## src/rtl/usb_setup_parser.sv

```systemverilog
`default_nettype none
// ============================================================================
// Module   : usb_setup_parser
// Purpose  : Control-endpoint SETUP transaction parser. Arms on a SETUP token
//            addressed to this device/endpoint, collects the 8-byte DATA0
//            payload plus CRC16, validates length, PID and CRC, and presents
//            the decoded request fields atomically with a one-cycle strobe.
// Revision : 1.0 - initial release
// ----------------------------------------------------------------------------
// Ports:
//   clk             in   1   USB clock (60 MHz)
//   nrst            in   1   synchronous active-low reset
//   dev_addr        in   7   current device address
//   token_in        in  24   {CRC5, ENDP, ADDR, PID}
//   token_in_strb   in   1   token_in valid pulse
//   data_in         in   8   received byte (payload and CRC16)
//   data_in_strb    in   1   data_in valid pulse
//   data_in_end     in   1   end-of-packet pulse
//   data_in_fail    in   1   receive error for current packet
//   pid             in   8   data PID, valid with data_in_end
//   setup_valid     out  1   request accepted pulse
//   setup_err       out  1   request rejected pulse
//   err_code        out  2   0=CRC 1=length 2=PID 3=abort/fail/timeout
//   bm_request_type out  8   request byte 0
//   b_request       out  8   request byte 1
//   w_value         out 16   request bytes 3:2
//   w_index         out 16   request bytes 5:4
//   w_length        out 16   request bytes 7:6
//   busy            out  1   parser not idle
// ============================================================================
module usb_setup_parser #(
    parameter logic [3:0] ENDP        = 4'd0,
    parameter int         TIMEOUT_CYC = 1023
) (
    input  logic        clk,
    input  logic        nrst,
    input  logic [6:0]  dev_addr,
    input  logic [23:0] token_in,
    input  logic        token_in_strb,
    input  logic [7:0]  data_in,
    input  logic        data_in_strb,
    input  logic        data_in_end,
    input  logic        data_in_fail,
    input  logic [7:0]  pid,
    output logic        setup_valid,
    output logic        setup_err,
    output logic [1:0]  err_code,
    output logic [7:0]  bm_request_type,
    output logic [7:0]  b_request,
    output logic [15:0] w_value,
    output logic [15:0] w_index,
    output logic [15:0] w_length,
    output logic        busy
);

    localparam logic [7:0]  PID_SETUP   = 8'h2D;
    localparam logic [7:0]  PID_DATA0   = 8'hC3;
    localparam logic [15:0] CRC_INIT    = 16'hFFFF;
    localparam logic [15:0] CRC_RESID   = 16'hB001;
    localparam logic [3:0]  FRAME_LEN   = 4'd10;
    localparam logic [3:0]  COUNT_MAX   = 4'd11;
    localparam logic [9:0]  TIMEOUT_VAL = 10'(TIMEOUT_CYC);

    typedef enum logic [1:0] {
        IDLE      = 2'd0,
        WAIT_DATA = 2'd1,
        COLLECT   = 2'd2,
        CHECK     = 2'd3
    } state_t;

    state_t      state, state_n;
    logic [3:0]  count, count_n;
    logic [15:0] crc, crc_n;
    logic [9:0]  timer, timer_n;
    logic [7:0]  pid_q, pid_n;
    logic [7:0]  shadow [0:7];
    logic        shadow_we;
    logic        valid_n, err_n, load_fields;
    logic [1:0]  code_n;
    logic        setup_match;

    // Token CRC5 is checked upstream; the field is deliberately not consumed.
    logic unused_crc5;
    assign unused_crc5 = ^token_in[23:19];

    assign setup_match = (token_in[7:0]   == PID_SETUP) &&
                         (token_in[14:8]  == dev_addr)  &&
                         (token_in[18:15] == ENDP);

    // Reflected CRC16 (poly 0xA001), one byte LSB first.
    function automatic logic [15:0] crc16_byte(input logic [15:0] c,
                                               input logic [7:0]  d);
        logic [15:0] r;
        r = c ^ {8'h00, d};
        for (int i = 0; i < 8; i++) begin
            r = r[0] ? ((r >> 1) ^ 16'hA001) : (r >> 1);
        end
        return r;
    endfunction

    always_comb begin
        state_n     = state;
        count_n     = count;
        crc_n       = crc;
        timer_n     = timer;
        pid_n       = pid_q;
        shadow_we   = 1'b0;
        valid_n     = 1'b0;
        err_n       = 1'b0;
        code_n      = err_code;
        load_fields = 1'b0;

        case (state)
            IDLE: begin
                if (token_in_strb && setup_match) begin
                    state_n = WAIT_DATA;
                    count_n = 4'd0;
                    crc_n   = CRC_INIT;
                    timer_n = 10'd0;
                end
            end

            WAIT_DATA, COLLECT: begin
                if (data_in_fail) begin
                    state_n = IDLE;
                    err_n   = 1'b1;
                    code_n  = 2'd3;
                end else if (token_in_strb) begin
                    if (setup_match) begin
                        // A repeated SETUP restarts collection silently.
                        state_n = WAIT_DATA;
                        count_n = 4'd0;
                        crc_n   = CRC_INIT;
                        timer_n = 10'd0;
                    end else begin
                        state_n = IDLE;
                        err_n   = 1'b1;
                        code_n  = 2'd3;
                    end
                end else begin
                    if (data_in_strb) begin
                        state_n   = COLLECT;
                        shadow_we = (count < 4'd8);
                        crc_n     = crc16_byte(crc, data_in);
                        if (count != COUNT_MAX) begin
                            count_n = count + 4'd1;
                        end
                    end
                    if (data_in_end) begin
                        // Same-cycle byte has already been folded in above.
                        state_n = CHECK;
                        pid_n   = pid;
                    end else if ((state == WAIT_DATA) && !data_in_strb) begin
                        timer_n = timer + 10'd1;
                        if (timer_n == TIMEOUT_VAL) begin
                            state_n = IDLE;
                            err_n   = 1'b1;
                            code_n  = 2'd3;
                        end
                    end
                end
            end

            CHECK: begin
                state_n = IDLE;
                if (data_in_fail) begin
                    err_n  = 1'b1;
                    code_n = 2'd3;
                end else if (count != FRAME_LEN) begin
                    err_n  = 1'b1;
                    code_n = 2'd1;
                end else if (pid_q != PID_DATA0) begin
                    err_n  = 1'b1;
                    code_n = 2'd2;
                end else if (crc != CRC_RESID) begin
                    err_n  = 1'b1;
                    code_n = 2'd0;
                end else begin
                    valid_n     = 1'b1;
                    load_fields = 1'b1;
                end
            end

            default: state_n = IDLE;
        endcase
    end

    always_ff @(posedge clk) begin
        if (!nrst) begin
            state           <= IDLE;
            count           <= 4'd0;
            crc             <= CRC_INIT;
            timer           <= 10'd0;
            pid_q           <= 8'h00;
            setup_valid     <= 1'b0;
            setup_err       <= 1'b0;
            err_code        <= 2'd0;
            bm_request_type <= 8'h00;
            b_request       <= 8'h00;
            w_value         <= 16'h0000;
            w_index         <= 16'h0000;
            w_length        <= 16'h0000;
            for (int i = 0; i < 8; i++) begin
                shadow[i] <= 8'h00;
            end
        end else begin
            state       <= state_n;
            count       <= count_n;
            crc         <= crc_n;
            timer       <= timer_n;
            pid_q       <= pid_n;
            setup_valid <= valid_n;
            setup_err   <= err_n;
            err_code    <= code_n;
            if (shadow_we) begin
                shadow[count[2:0]] <= data_in;
            end
            if (load_fields) begin
                bm_request_type <= shadow[0];
                b_request       <= shadow[1];
                w_value         <= {shadow[3], shadow[2]};
                w_index         <= {shadow[5], shadow[4]};
                w_length        <= {shadow[7], shadow[6]};
            end
        end
    end

    assign busy = (state != IDLE);

endmodule
`default_nettype wire

```

## config.mk

```make
export PLATFORM = sky130hd
export DESIGN_NAME = usb_setup_parser
export DESIGN_NICKNAME = d
export VERILOG_FILES = /design/src/rtl/usb_setup_parser.sv
export SDC_FILE = /design/constraint.sdc
export NUM_CORES = 1
export LEC_CHECK = 0
export ABC_AREA = 1
export CAP_MARGIN = 20
export CORE_ASPECT_RATIO = 0.5
export CORE_MARGIN = 4
export CORE_UTILIZATION = 53
export DETAILED_ROUTE_END_ITERATION = 6
export PLACE_DENSITY = 0.85
export SLEW_MARGIN = 20
export SYNTH_ARGS = -nofsm -noshare
export SYNTH_HDL_FRONTEND = slang
export SYNTH_SLANG_ARGS = --single-unit
```

## constraint.sdc

```tcl
create_clock -name clk -period 2.5 [get_ports clk]
set_input_delay 0.375 -clock clk [delete_from_list [all_inputs] [get_ports clk]]
set_output_delay 0.375 -clock clk [all_outputs]
set_load 0.05 [all_outputs]
```

## Word level (Yosys, flattened, before mapping)

Memories as Yosys holds them, arrays and structs flattened. A register that Yosys moved wholly into a read port is not among the register bits.
Index checks and enable logic that the tools add are counted.

| operators by class | value |
|---|---|
| mux-type cells | 75 |
| equality and inequality tests | 22 |
| reductions and logical operators | 25 |
| add/subtract/negate cells | 2 |
| bitwise operators | 11 |
| order comparisons | 1 |

Operators by type and width:

| kind | count |
|---|---|
| $mux 16 | 13 |
| $mux 10 | 6 |
| $mux 2 | 17 |
| $pmux 16 s2 | 1 |
| $mux 1 | 25 |
| $mux 4 | 6 |
| $ne 4x4->1 const B | 6 |
| $not 2->3 | 8 |
| $pmux 10 s2 | 1 |
| $reduce_and 6->1 | 3 |
| $ne 16x16->1 const B | 1 |
| $xor 16x8->16 | 1 |
| $ne 3x3->1 const B | 5 |
| $add 10x1->10 const B | 1 |
| $eq 10x10->1 const B | 1 |
| $logic_not 1->1 | 9 |
| $eq 8x6->1 const B | 1 |
| $mux 8 | 1 |
| $ne 8x8->1 const B | 1 |
| $pmux 4 s2 | 1 |
| $reduce_or 8->1 | 1 |
| $eq 7x7->1 | 1 |
| $pmux 2 s3 | 1 |
| $reduce_bool 2->1 | 3 |
| 16 further kinds | 22 |

| storage, ports and cells | value |
|---|---|
| output and inout bits | 69 |
| logic and storage cells | 145 |
| bits in writable memories | 64 |
| input bits | 53 |
| memories kept | 1 |
| bits in registers | 44 |

Memory list:

| memory | depth | width | rd ports | clocked after Yosys merged registers in | wr ports | RTL line | RTL |
|---|---|---|---|---|---|---|---|
| shadow | 8 | 8 | 8 | 8 | 8 | 76 | `logic [7:0] shadow [0:7];` |

## Longest topological paths before layout

Gate-level depths: netlist of the first run.

| logic depth | value |
|---|---|
| word-level depth | 21 |
| mapped depth | 16 |
| depth with buffers taken out | 16 |

## Worst setup path after synthesis of the first run

OpenSTA, ideal clock, no wires.

| timing | value |
|---|---|
| path type | reg2reg |
| start point | register state[0] |
| end point | memory shadow[0][0] (enable) |
| library setup time | 0.329 ns |
| path buffers | 0 |
| cell stages (with the launch flop) | 13 |
| data arrival time | 1.894 ns |
| slack | 0.277 ns |
| cells stage by stage | dfxtp_1 -> inv_1 -> ha_1 -> inv_2 -> nor2_2 -> inv_2 -> nor2_2 -> inv_2 -> nor4_4 -> inv_2 -> nor2_4 -> nand2_2 -> nand2_1 |

RTL lines:

| element | RTL line | RTL |
|---|---|---|
| start, declared | 71 | `state_t state, state_n;` |
| start signal, assigned | 207 | `state <= state_n;` |
| end, declared | 76 |  |

## Worst setup path after layout of the first run

| timing | value |
|---|---|
| start point | register state[1] |
| end point | output port busy |

| on the way | value |
|---|---|
| word-level cells in the longest chain between the ends | 1 |

RTL lines:

| element | RTL line | RTL |
|---|---|---|
| $reduce_bool 2->1 | 228 | `assign busy = (state != IDLE);` |
| end, declared | 53 | `output logic busy` |

Every way passes these cells.

==> results_dict.tcl, run 1 <==
set metrics [dict create \
    status "complete, no violations" \
    grt_max_degree 65 \
    period_share_pct 96.06 \
    design.die.area_sq_mm 0.01602 \
    yosysWarnings 0 \
    peakVddDrop_uv 559.8 \
    drc_errors 0 \
    syn_avg_cell_area_sq_um 8.224 \
    core_area_sq_mm 0.01359 \
    hold_depth 2 \
    dp_hpwl_microns 12370 \
    syn_area_sq_mm 0.007393 \
    max_freq_ghz 0.4164 \
    dieHeight_microns 91.52 \
    yosysSeqAreaShare_pct 55.24 \
    slew_headroom_pct 52.50 \
    syn_to_final_growth_pct 29.11 \
    placedCellCount 1205 \
    port_buffers 116 \
    hold-path-endpoint "w_length[12]$_SDFFE_PN0P_" \
    diodes 0 \
    syn_inst 899 \
    synth_nets 960 \
    rr_startpoint "state[1]$_SDFFE_PN0N_" \
    hold_class "flop to flop" \
    wl_per_cell_microns 14.76 \
    vias_per_cell 5.292 \
    postCtsSetupBuffers 0 \
    cts_buffers 17 \
    path_class "flop to primary output" \
    cts_sinks 172 \
    drtPass1Iterations 6 \
    r2r_cells 13 \
    setup_viol 0 \
    power_density_mw_per_mm2 857.1 \
    startpoint_type "flop" \
    nNetsFinal 1093 \
    clk_pin_slew_worst_paths_ns 0.07 \
    drv_cap 0 \
    instances_no_fill 1237 \
    leakagePower_nw 4.140 \
    clk_latency_ns 0.43 \
    antenna_found_initial 0 \
    r2r_end "shadow[6][6]$_SDFFCE_PN0P_" \
    cp_max_fo 4 \
    postCtsHoldBufs 0 \
    rsz0062_at_grt "no" \
    grt_pass1_vias 6375 \
    cts_tree "done" \
    gp_congestion 0.8613 \
    min_from "shadow[7][4]$_SDFFCE_PN0P_" \
    cts_root_buf "clkbuf_16" \
    route.antenna.remaining_nets 0 \
    core.rowCount 30 \
    cts_resized 0 \
    htree_num_levels 4 \
    num_vias 6546 \
    end_kind "primary output" \
    hold_viol 0 \
    io_pins 122 \
    ys_seq_elements 172 \
    critPathLaunch "state[1]$_SDFFE_PN0N_" \
    drtIter0Drc 502 \
    fin_crit_ns 2.401 \
    drt-total-wl_microns 18260 \
    required_ns 2.12 \
    grt.total_usage_pct 23.34 \
    initial_utilization_pct 54.41 \
    arrival_ns 2.03 \
    gr-total-overflow 0 \
    grt_pass1_wl_microns 30330 \
    slew_violations 0 \
    clock-skew-final_ns 0.01144 \
    ys_types 38 \
    worstMarginPinSlew_ns 0.7126 \
    reg2reg_slack_ns 0.11 \
    fp.dieW_microns 175.0 \
    final.setup.tns_ns 0 \
    drive_gt1_share_pct 10.24 \
    clock_path_buffers 2 \
]
[metrics by stage]
step           util [%]  setup WS [ns]  hold slack [ns]  power (mW)  area [sq um]
3_3_place_gp      65.46         0.1035           0.4181       5.360          8895
4_1_cts           70.16        0.06323           0.4338       8.193          9533
6_report          70.25        0.09852           0.4309       8.181          9545
2_1_floorplan         -         0.2774           0.4119       4.862          7393
5_1_grt           70.25       0.008410           0.4567       8.641          9545
3_5_place_dp      65.46        0.05609           0.4179       5.443          8895
[worst max path at each step]
stage	endpoint	slack, ns	cells past startpoint
global route	busy	0.008	4
finish	busy	0.1	4
CTS	shadow[4][0]$_SDFFCE_PN0P_	0.06	12
detailed placement	shadow[0][1]$_SDFFCE_PN0P_	0.06	10
floorplan	shadow[0][0]$_SDFFCE_PN0P_	0.28	12
global placement	shadow[2][2]$_SDFFCE_PN0P_	0.10	10
[routing by layer]
| metal | part of all wire (%) | vias to the layer above | global-route usage (%) |
|---|---|---|---|
| met5 | 0 | - | 0 |
| met4 | 2.0 | 0 | 8.034 |
| met3 | 6.4 | 35 | 5.283 |
| met2 | 50 | 232 | 40.54 |
| met1 | 42 | 3091 | 28.88 |
| li1 | - | 3188 | - |
[cell usage after synthesis]
library cell	number	area [sq um]
inv_2	13	48.80
xor2_1	6	52.55
and3_1	1	6.260
edfxtp_1	64	1922
xnor2_1	4	35.03
nand2_1	272	1021
nor2_1	132	495.5
nand2_2	7	43.79
inv_1	51	191.4
nand3_2	1	10.01
and2_1	1	6.260
nand3_4	1	17.52
buf_6	2	22.52
ha_1	8	100.1
nor2_2	4	25.02
nor4_1	3	18.77
a21oi_1	17	85.08
nor3b_1	1	7.510
nand3_1	94	470.5
o21ai_4	1	16.27
o21ai_0	26	130.1
nand4_1	8	50.05
nor2_4	4	45.04
o21ai_1	15	75.07
o211ai_1	8	60.06
buf_4	7	52.55
nor4_4	1	21.27
or2_2	1	6.260
dfxtp_1	108	2162
or2_1	1	6.260
nor3_2	3	30.03
nand3b_1	1	7.510
buf_1	1	3.750
clkbuf_1	17	63.81
or2_0	1	6.260
nor3_1	7	35.03
buf_2	6	30.03
nor4_2	1	12.51
[cells in the final DEF (no fill, tap or decap), types with 3 or more instances in the layout]
master,netlist,layout
xnor2_1,4,4
nand4_1,8,8
inv_2,13,13
nand2_2,7,12
nand2_1,272,267
nor4_1,3,3
inv_1,51,51
edfxtp_1,64,64
nor2_4,4,5
buf_4,7,28
ha_1,8,8
nor2_2,4,4
o211ai_1,8,8
dfxtp_1,108,108
clkbuf_16,0,17
clkinv_8,0,6
buf_12,0,3
o21ai_0,26,26
nand3_1,94,94
nor3_2,3,3
nor3_1,7,7
inv_6,0,4
inv_8,0,3
o21ai_1,15,15
clkdlybuf4s50_1,0,115
nor2_1,132,131
xor2_1,6,6
a21oi_1,17,17
[cells by family after synthesis]
group	Yosys count	synth area share (%)
AOI/OAI and AO/OA	67	4.959
buffers and inverters	97	5.585
and+or+nand+nor	545	31.68
DFF	172	55.24
adders and majority gates	8	1.354
xor gates and xnor gates	10	1.185
[sequential cells by signal (all words and copies together), names as in the netlist, 4 cells and up]
name and count:
b_request 8, bm_request_type 8, count 4, crc 16
pid_q 8, shadow 64, timer 10, w_index 16
w_length 16, w_value 16
[cell type report]
type | count | area (sq um)
clock buffer | 17 | 425.4
clock inverter | 15 | 212.7
fill | 1018 | 4043
inverter | 64 | 240.2
multi-input combinational | 630 | 2917
sequential | 172 | 4084
tap | 192 | 240.2
timing repair buffer | 147 | 1426
[report_power, final]
part | total [mW] | internal [mW] | switching, mW
sequential | 3.38 | 3.16 | 0.221
combinational | 2.04 | 0.745 | 1.30
clock | 2.76 | 1.47 | 1.29
total | 8.18 | 5.37 | 2.81
[critical path, stage by stage (launching register included)]
cell	delay, ns
dfxtp_1	0.36
inv_1	0.09
ha_1	0.24
inv_1	0.10
clkdlybuf4s50_1	0.80
Note: power is estimated with default switching activity, not from simulation.
==> run 2, diff against run 1 <==
Settings changed: SLEW_MARGIN 20 to 30.
==> results of run 2 <==
No change in the layout: final DEF, timing and power equal those of run 1.
